### src/rtl/cnn_stage_sequencer.sv
// Frame timing controller for the CNN pipeline: walks a (line, count) raster per frame and
// issues one-cycle latch strobes to each inter-layer handoff register at its configured position.
module cnn_stage_sequencer #(
    parameter int unsigned                  NUM_STAGES   = 6,
    parameter int unsigned                  ROW_LEN      = 26,
    parameter int unsigned                  NUM_ROWS     = 30,
    parameter logic [NUM_STAGES*5-1:0]      STAGE_LINES  = {5'd30, 5'd24, 5'd18, 5'd12, 5'd6, 5'd1},
    parameter logic [NUM_STAGES*5-1:0]      STAGE_COUNTS = {5'd25, 5'd10, 5'd5, 5'd20, 5'd16, 5'd0},
    parameter int unsigned                  FLUSH_CYCLES = 4
) (
    input  logic                  clk,
    input  logic                  rst,
    input  logic                  start,
    input  logic                  hold,
    output logic [NUM_STAGES-1:0] stage_en,
    output logic [4:0]            line,
    output logic [4:0]            count,
    output logic                  busy,
    output logic                  done,
    output logic [7:0]            frame_cnt,
    output logic                  err_overrun
);

    typedef enum logic [1:0] {StIdle, StRun, StFlush, StDone} state_e;

    localparam logic [4:0] LastCount = 5'(ROW_LEN - 1);
    localparam logic [4:0] LastLine  = 5'(NUM_ROWS);
    localparam logic [3:0] FlushLoad = 4'(FLUSH_CYCLES - 1);

    state_e     state_q, state_d;
    logic [4:0] line_q, line_d;
    logic [4:0] count_q, count_d;
    logic [3:0] flush_q, flush_d;
    logic [7:0] frame_cnt_q, frame_cnt_d;

    logic advance;
    logic last_pos;
    logic active;

    assign advance  = (state_q == StRun) && !hold;
    assign last_pos = (line_q == LastLine) && (count_q == LastCount);
    assign active   = (state_q == StRun) || (state_q == StFlush);

    always_comb begin
        state_d     = state_q;
        line_d      = line_q;
        count_d     = count_q;
        flush_d     = flush_q;
        frame_cnt_d = frame_cnt_q;
        unique case (state_q)
            StIdle: begin
                if (start) begin
                    state_d = StRun;
                    line_d  = 5'd1;
                    count_d = 5'd0;
                end
            end
            StRun: begin
                if (!hold) begin
                    // The final position keeps line/count parked until the next frame entry.
                    if (last_pos) begin
                        if (FLUSH_CYCLES == 0) begin
                            state_d     = StDone;
                            frame_cnt_d = frame_cnt_q + 8'd1;
                        end else begin
                            state_d = StFlush;
                            flush_d = FlushLoad;
                        end
                    end else if (count_q == LastCount) begin
                        count_d = 5'd0;
                        line_d  = line_q + 5'd1;
                    end else begin
                        count_d = count_q + 5'd1;
                    end
                end
            end
            StFlush: begin
                if (flush_q == 4'd0) begin
                    state_d     = StDone;
                    frame_cnt_d = frame_cnt_q + 8'd1;
                end else begin
                    flush_d = flush_q - 4'd1;
                end
            end
            StDone: begin
                if (start) begin
                    state_d = StRun;
                    line_d  = 5'd1;
                    count_d = 5'd0;
                end else begin
                    state_d = StIdle;
                end
            end
            default: state_d = StIdle;
        endcase
    end

    always_ff @(posedge clk) begin
        if (rst) begin
            state_q     <= StIdle;
            line_q      <= 5'd1;
            count_q     <= 5'd0;
            flush_q     <= 4'd0;
            frame_cnt_q <= 8'd0;
        end else begin
            state_q     <= state_d;
            line_q      <= line_d;
            count_q     <= count_d;
            flush_q     <= flush_d;
            frame_cnt_q <= frame_cnt_d;
        end
    end

    // Strobes are gated by rst so an aborting reset never lets the current position fire.
    always_comb begin
        stage_en = '0;
        for (int i = 0; i < int'(NUM_STAGES); i++) begin
            stage_en[i] = advance && !rst &&
                          (line_q == STAGE_LINES[5*i +: 5]) &&
                          (count_q == STAGE_COUNTS[5*i +: 5]);
        end
    end

    assign err_overrun = start && !rst && active;
    assign busy        = active;
    assign done        = (state_q == StDone);
    assign line        = line_q;
    assign count       = count_q;
    assign frame_cnt   = frame_cnt_q;

endmodule

### config.mk
export PLATFORM = sky130hd
export DESIGN_NAME = cnn_stage_sequencer
export DESIGN_NICKNAME = d
export VERILOG_FILES = /design/src/rtl/cnn_stage_sequencer.sv
export SDC_FILE = /design/constraint.sdc
export NUM_CORES = 1
export LEC_CHECK = 0
export BUFFER_PORTS_ARGS = -buffer_cell sky130_fd_sc_hd__buf_2
export CAP_MARGIN = 30
export CORE_ASPECT_RATIO = 0.75
export CORE_MARGIN = 2
export CORE_UTILIZATION = 39
export DETAILED_ROUTE_END_ITERATION = 10
export PLACE_DENSITY = 0.68
export SYNTH_ARGS = -nofsm -noshare
export SYNTH_HDL_FRONTEND = slang
export SYNTH_SLANG_ARGS = --single-unit
### constraint.sdc
create_clock -name clk -period 2.1 [get_ports clk]
set_clock_uncertainty 0.1 [all_clocks]
set_input_delay 0.315 -clock clk [delete_from_list [all_inputs] [get_ports clk]]
set_output_delay 0.315 -clock clk [all_outputs]
set_load 0.05 [all_outputs]
### Word level (Yosys, flattened, before mapping)

Cells that the tools add are included.

* bits in registers: 24
* input bits: 4
* output and inout bits: 27
* word-level logic and storage cells: 82

* add/sub/neg operators: 4
* eq/ne operators: 22
* multiplexer cells: 20
* reductions and logical operators: 31

Operators with widths (count)
* 5-bit 2-to-1 mux: 8
* 5-bit == test, second input constant: 6
* 5-bit one-hot mux with 2 select lines: 2
* 1-bit logical AND: 17
* 4-bit 2-to-1 mux: 3
* 4-bit AND reduction: 3
* 5-bit by 1-bit adder with 5-bit output, second input constant: 2
* 5-bit by 3-bit == test with 1-bit output, second input constant: 2
* 5-bit by 4-bit == test with 1-bit output, second input constant: 2
* 2-bit != test, second input constant: 5
* 8-bit by 1-bit adder with 8-bit output, second input constant: 1
* 2-bit 2-to-1 mux: 4
* 2-bit one-hot mux with 4 select lines: 1
* 4-bit one-hot mux with 2 select lines: 1
* 2-bit by 1-bit != test with 1-bit output, second input constant: 3
* 5-bit by 1-bit == test with 1-bit output, second input constant: 1
* 5-bit zero test: 1
* 5-bit AND reduction: 1
* 2-bit == test, second input constant: 2
* 4-bit zero test: 1
* 2-bit nonzero test: 2
* 4-bit by 1-bit subtractor with 4-bit output, second input constant: 1
* 2-bit by 1-bit == test with 1-bit output, second input constant: 1
* 1-bit zero test: 2
* other kinds (5): 5

### Longest topological paths before layout

* depth after elaboration: 5
* depth in mapped cells: 7
* depth with buffers taken out: 6

### Worst setup path before layout

OpenSTA, ideal clock, no wires.

* path type: reg-to-output
* start: register state_q[1]
* end: output port stage_en[3]
* arrival time: 2.799 ns
* data required time: 1.685 ns
* path slack: -1.114 ns
* stages on the path, launching flop included: 8
* path buffers: 1
* cell sequence: dfxtp_1 > inv_1 > ha_1 > buf_2 > or3b_1 > nor2_1 > nand2_1 > nor4_1

* word-level cells in the longest chain between the ends: 5

Ends and longest elaborated chain
* from (decl): RTL line 30 `state_e state_q, state_d;`
* from (signal assigned): RTL line 100 `state_q <= StIdle;`
* from (signal assigned): RTL line 106 `state_q <= state_d;`
* 2-bit by 1-bit == test with 1-bit output: RTL line 40 `assign advance = (state_q == StRun) && !hold;`
* 1-bit logical AND: RTL line 40
* 1-bit logical AND (2 in series): RTL line 118 `stage_en[i] = advance && !rst &&`
* 1-bit logical AND: RTL line 119 `(line_q == STAGE_LINES[5*i +: 5]) &&`
* to (decl): RTL line 15 `output logic [NUM_STAGES-1:0] stage_en,`

Every way passes these cells.

### Final worst setup path

* start: register state_q[1]
* end: output port stage_en[1]

Same word-level chain as after synthesis.

==> flow_summary.json <==
{
  "status": "finished with violations",
  "violations": "setup timing",
  "place_inst": 281,
  "grt_pass1_wl_um": 6670,
  "worst_pin_slew_ns": 0.513,
  "rsz0062_at_grt": "yes",
  "synthTopCellsByArea": "dfxtp_1 29%, ha_1 11%, a311oi_1 3.2%",
  "finalSetupViolations": 4,
  "antenna_left": 0,
  "max-vdd-ir-drop_uv": 781,
  "post_drt_wl_per_cell_um": 14.1,
  "cts_tree": "done",
  "grt.overflow.total": 0,
  "final_hold_viol_count": 0,
  "grt_max_degree": 27,
  "row_count": 20,
  "synth_edf_count": 0,
  "synth_top_area_share_pct": 29.4,
  "async_flop_share_pct": 0,
  "hpwlAfterDp_um": 2980,
  "syn_inst": 185,
  "h-tree-depth": 1,
  "drv_slew": 0,
  "fmax_mhz": 430,
  "max_stage_delay_ns": 0.40,
  "crit_family": "simple AND/OR/NAND/NOR gates",
  "die_y_um": 60.1,
  "hold_path_class": "reg2reg",
  "nets": 251,
  "clock_latency_ns": 0.28,
  "max_slew_margin_pct": 65.5,
  "cts_hold_buf": 0,
  "core_um2": 4030,
  "ios": 31,
  "crit_slowest_cell": "or3b_4",
  "cap_violations": 0,
  "place_congestion": 0.835,
  "antenna_cells": 0,
  "drtPass1Iterations": 4,
  "drcViolationCount": 0,
  "synth.ff_latch_count": 24,
  "initial_utilization_pct": 40.6,
  "place_area_um2": 2060,
  "path_buf_inv": 2,
  "crit_type": "reg2out",
  "cts_made_buffers": 3,
  "crit_chain": "inv_2 > ha_4 > or3b_4 > nor2_4 > nor4b_4 > and4_4 > buf_8",
  "syn-cell-area_um2": 1640,
  "final.min_clock_period_ns": 2.32,
  "drive_above_1_share_pct": 38.1,
  "leakagePower_nw": 0.986,
  "crit_fanout": 2,
  "arrival_ns": 1.91,
  "period_share_pct": 111,
  "critPathRequiredTime_ns": 1.68,
  "final_util_pct": 55.3,
  "drt_wl_total_um": 4030,
  "syn_nets": 204,
  "powerDensity_nw_per_um2": 1090,
  "area_growth_pct": 36.3,
  "post-place-ws_ns": -0.0604,
  "synth_cell_types": 53,
  "clock-sinks": 24,
  "die_area_um2": 4730,
  "start_kind": "flop",
  "die_w_um": 78.8,
  "clock-root-buffer": "clkbuf_8",
  "cts_buffer_depth": 2,
  "setup_slack_ns": -0.225,
  "io_buffers": 30,
  "grt_pass1_vias": 1372,
  "final_cells": 286,
  "design_area_um2": 2230,
  "synth.largest_area_cell": "dfxtp_1",
  "crit_path_end_kind": "primary output",
  "yosysSeqAreaShare_pct": 29.4,
  "synth_flop_cell": "dfxtp_1",
  "via_count": 1543,
  "yosys_warnings": 0,
  "drt-initial-drc-count": 52,
  "layout_common_cells": "23 x buf_2, 22 x buf_4, 16 x dfxtp_1",
  "syn_area_per_cell_um2": 8.84,
  "grtUsageTotal_pct": 18.0,
  "viasPerCell": 5.40,
  "total_power_mw": 2.42,
  "antenna_found_initial": 0,
  "layout_commonest_cell": "buf_2",
  "worst_setup_hold_path_clk_slew_ns": 0.10
}
cell type report:
class,count,area (µm²)
fillers,368,1800
multi-input cells,139,1170
flip-flops and latches,24,490
repair buffers,53,382
well taps,55,68.8
clock buffers,3,41.3
inverters,11,41.3
clock inverters,1,30.0
cell families (layout without fill, tap and decap cells):
family	count (synthesis)	in the layout	share of synthesized area (%)
compound gates	38	38	19.4
xor+xnor	6	6	3.21
fa+ha+maj	15	15	11.5
buf+inv	22	68	5.81
flops	24	24	29.4
mux	2	2	1.22
simple gates	78	78	29.5
final timing paths:
path	from	slack, ns	to	cells past startpoint
hold / removal	frame_cnt[1]	0.40	frame_cnt[1]	2
hold reg to reg	frame_cnt[1]	0.40	frame_cnt[1]	2
setup / recovery	state_q[1]	-0.22	stage_en[1]	7
setup reg to reg	count[0]	0.16	line[2]	5
per-layer routing:
layer / global-route usage [%] / wire length [µm] / vias up
met1: 27.5 / 2180 / 725
met2: 25.8 / 1660 / 28
met3: 3.78 / 150 / 5
met5: 0 / 0 / -
li1: - / - / 785
met4: 3.76 / 36 / 0
power breakdown:
group | switching [mW] | leakage (nW) | internal (mW)
logic | 0.805 | 0.754 | 0.593
registers | 0.0780 | 0.197 | 0.527
clock network | 0.166 | 0.0357 | 0.256
repair_timing:
item,CTS,global route
resized for setup,18,4
hold endpoints to repair,0,0
endpoints found under the setup margin,7,10
pin swaps,2,3
setup buffers,0,1
synthesized netlist by cell type (4+ instances only):
library cell,instances
a21oi_1,10
a311oi_1,6
buf_2,4
clkbuf_1,6
dfxtp_1,24
ha_1,15
inv_1,11
nand2_1,11
nand2b_1,6
nand3_1,9
nand4_1,7
nor2_1,13
nor3_1,8
state kept, by name, indices dropped and copies added (netlist names):
signal / flops
frame_cnt: 8
line: 5
count: 5
flush_q: 4
state_q: 2
tightest hold or removal path: stages, from the launching register on:
cell and delay [ns]:
dfxtp_1 0.35, nand2_1 0.07, a21oi_1 0.05
metrics by stage:
step | hold WS, ns | TNS, ns
after floorplan | 0.375 | -0.371
after detailed placement | 0.397 | -0.0868
final | 0.402 | -0.632
after CTS | 0.411 | -0.693
after global placement | 0.384 | -0.0277
after global routing | 0.437 | -1.02
Power figures use the tool's default switching activity.
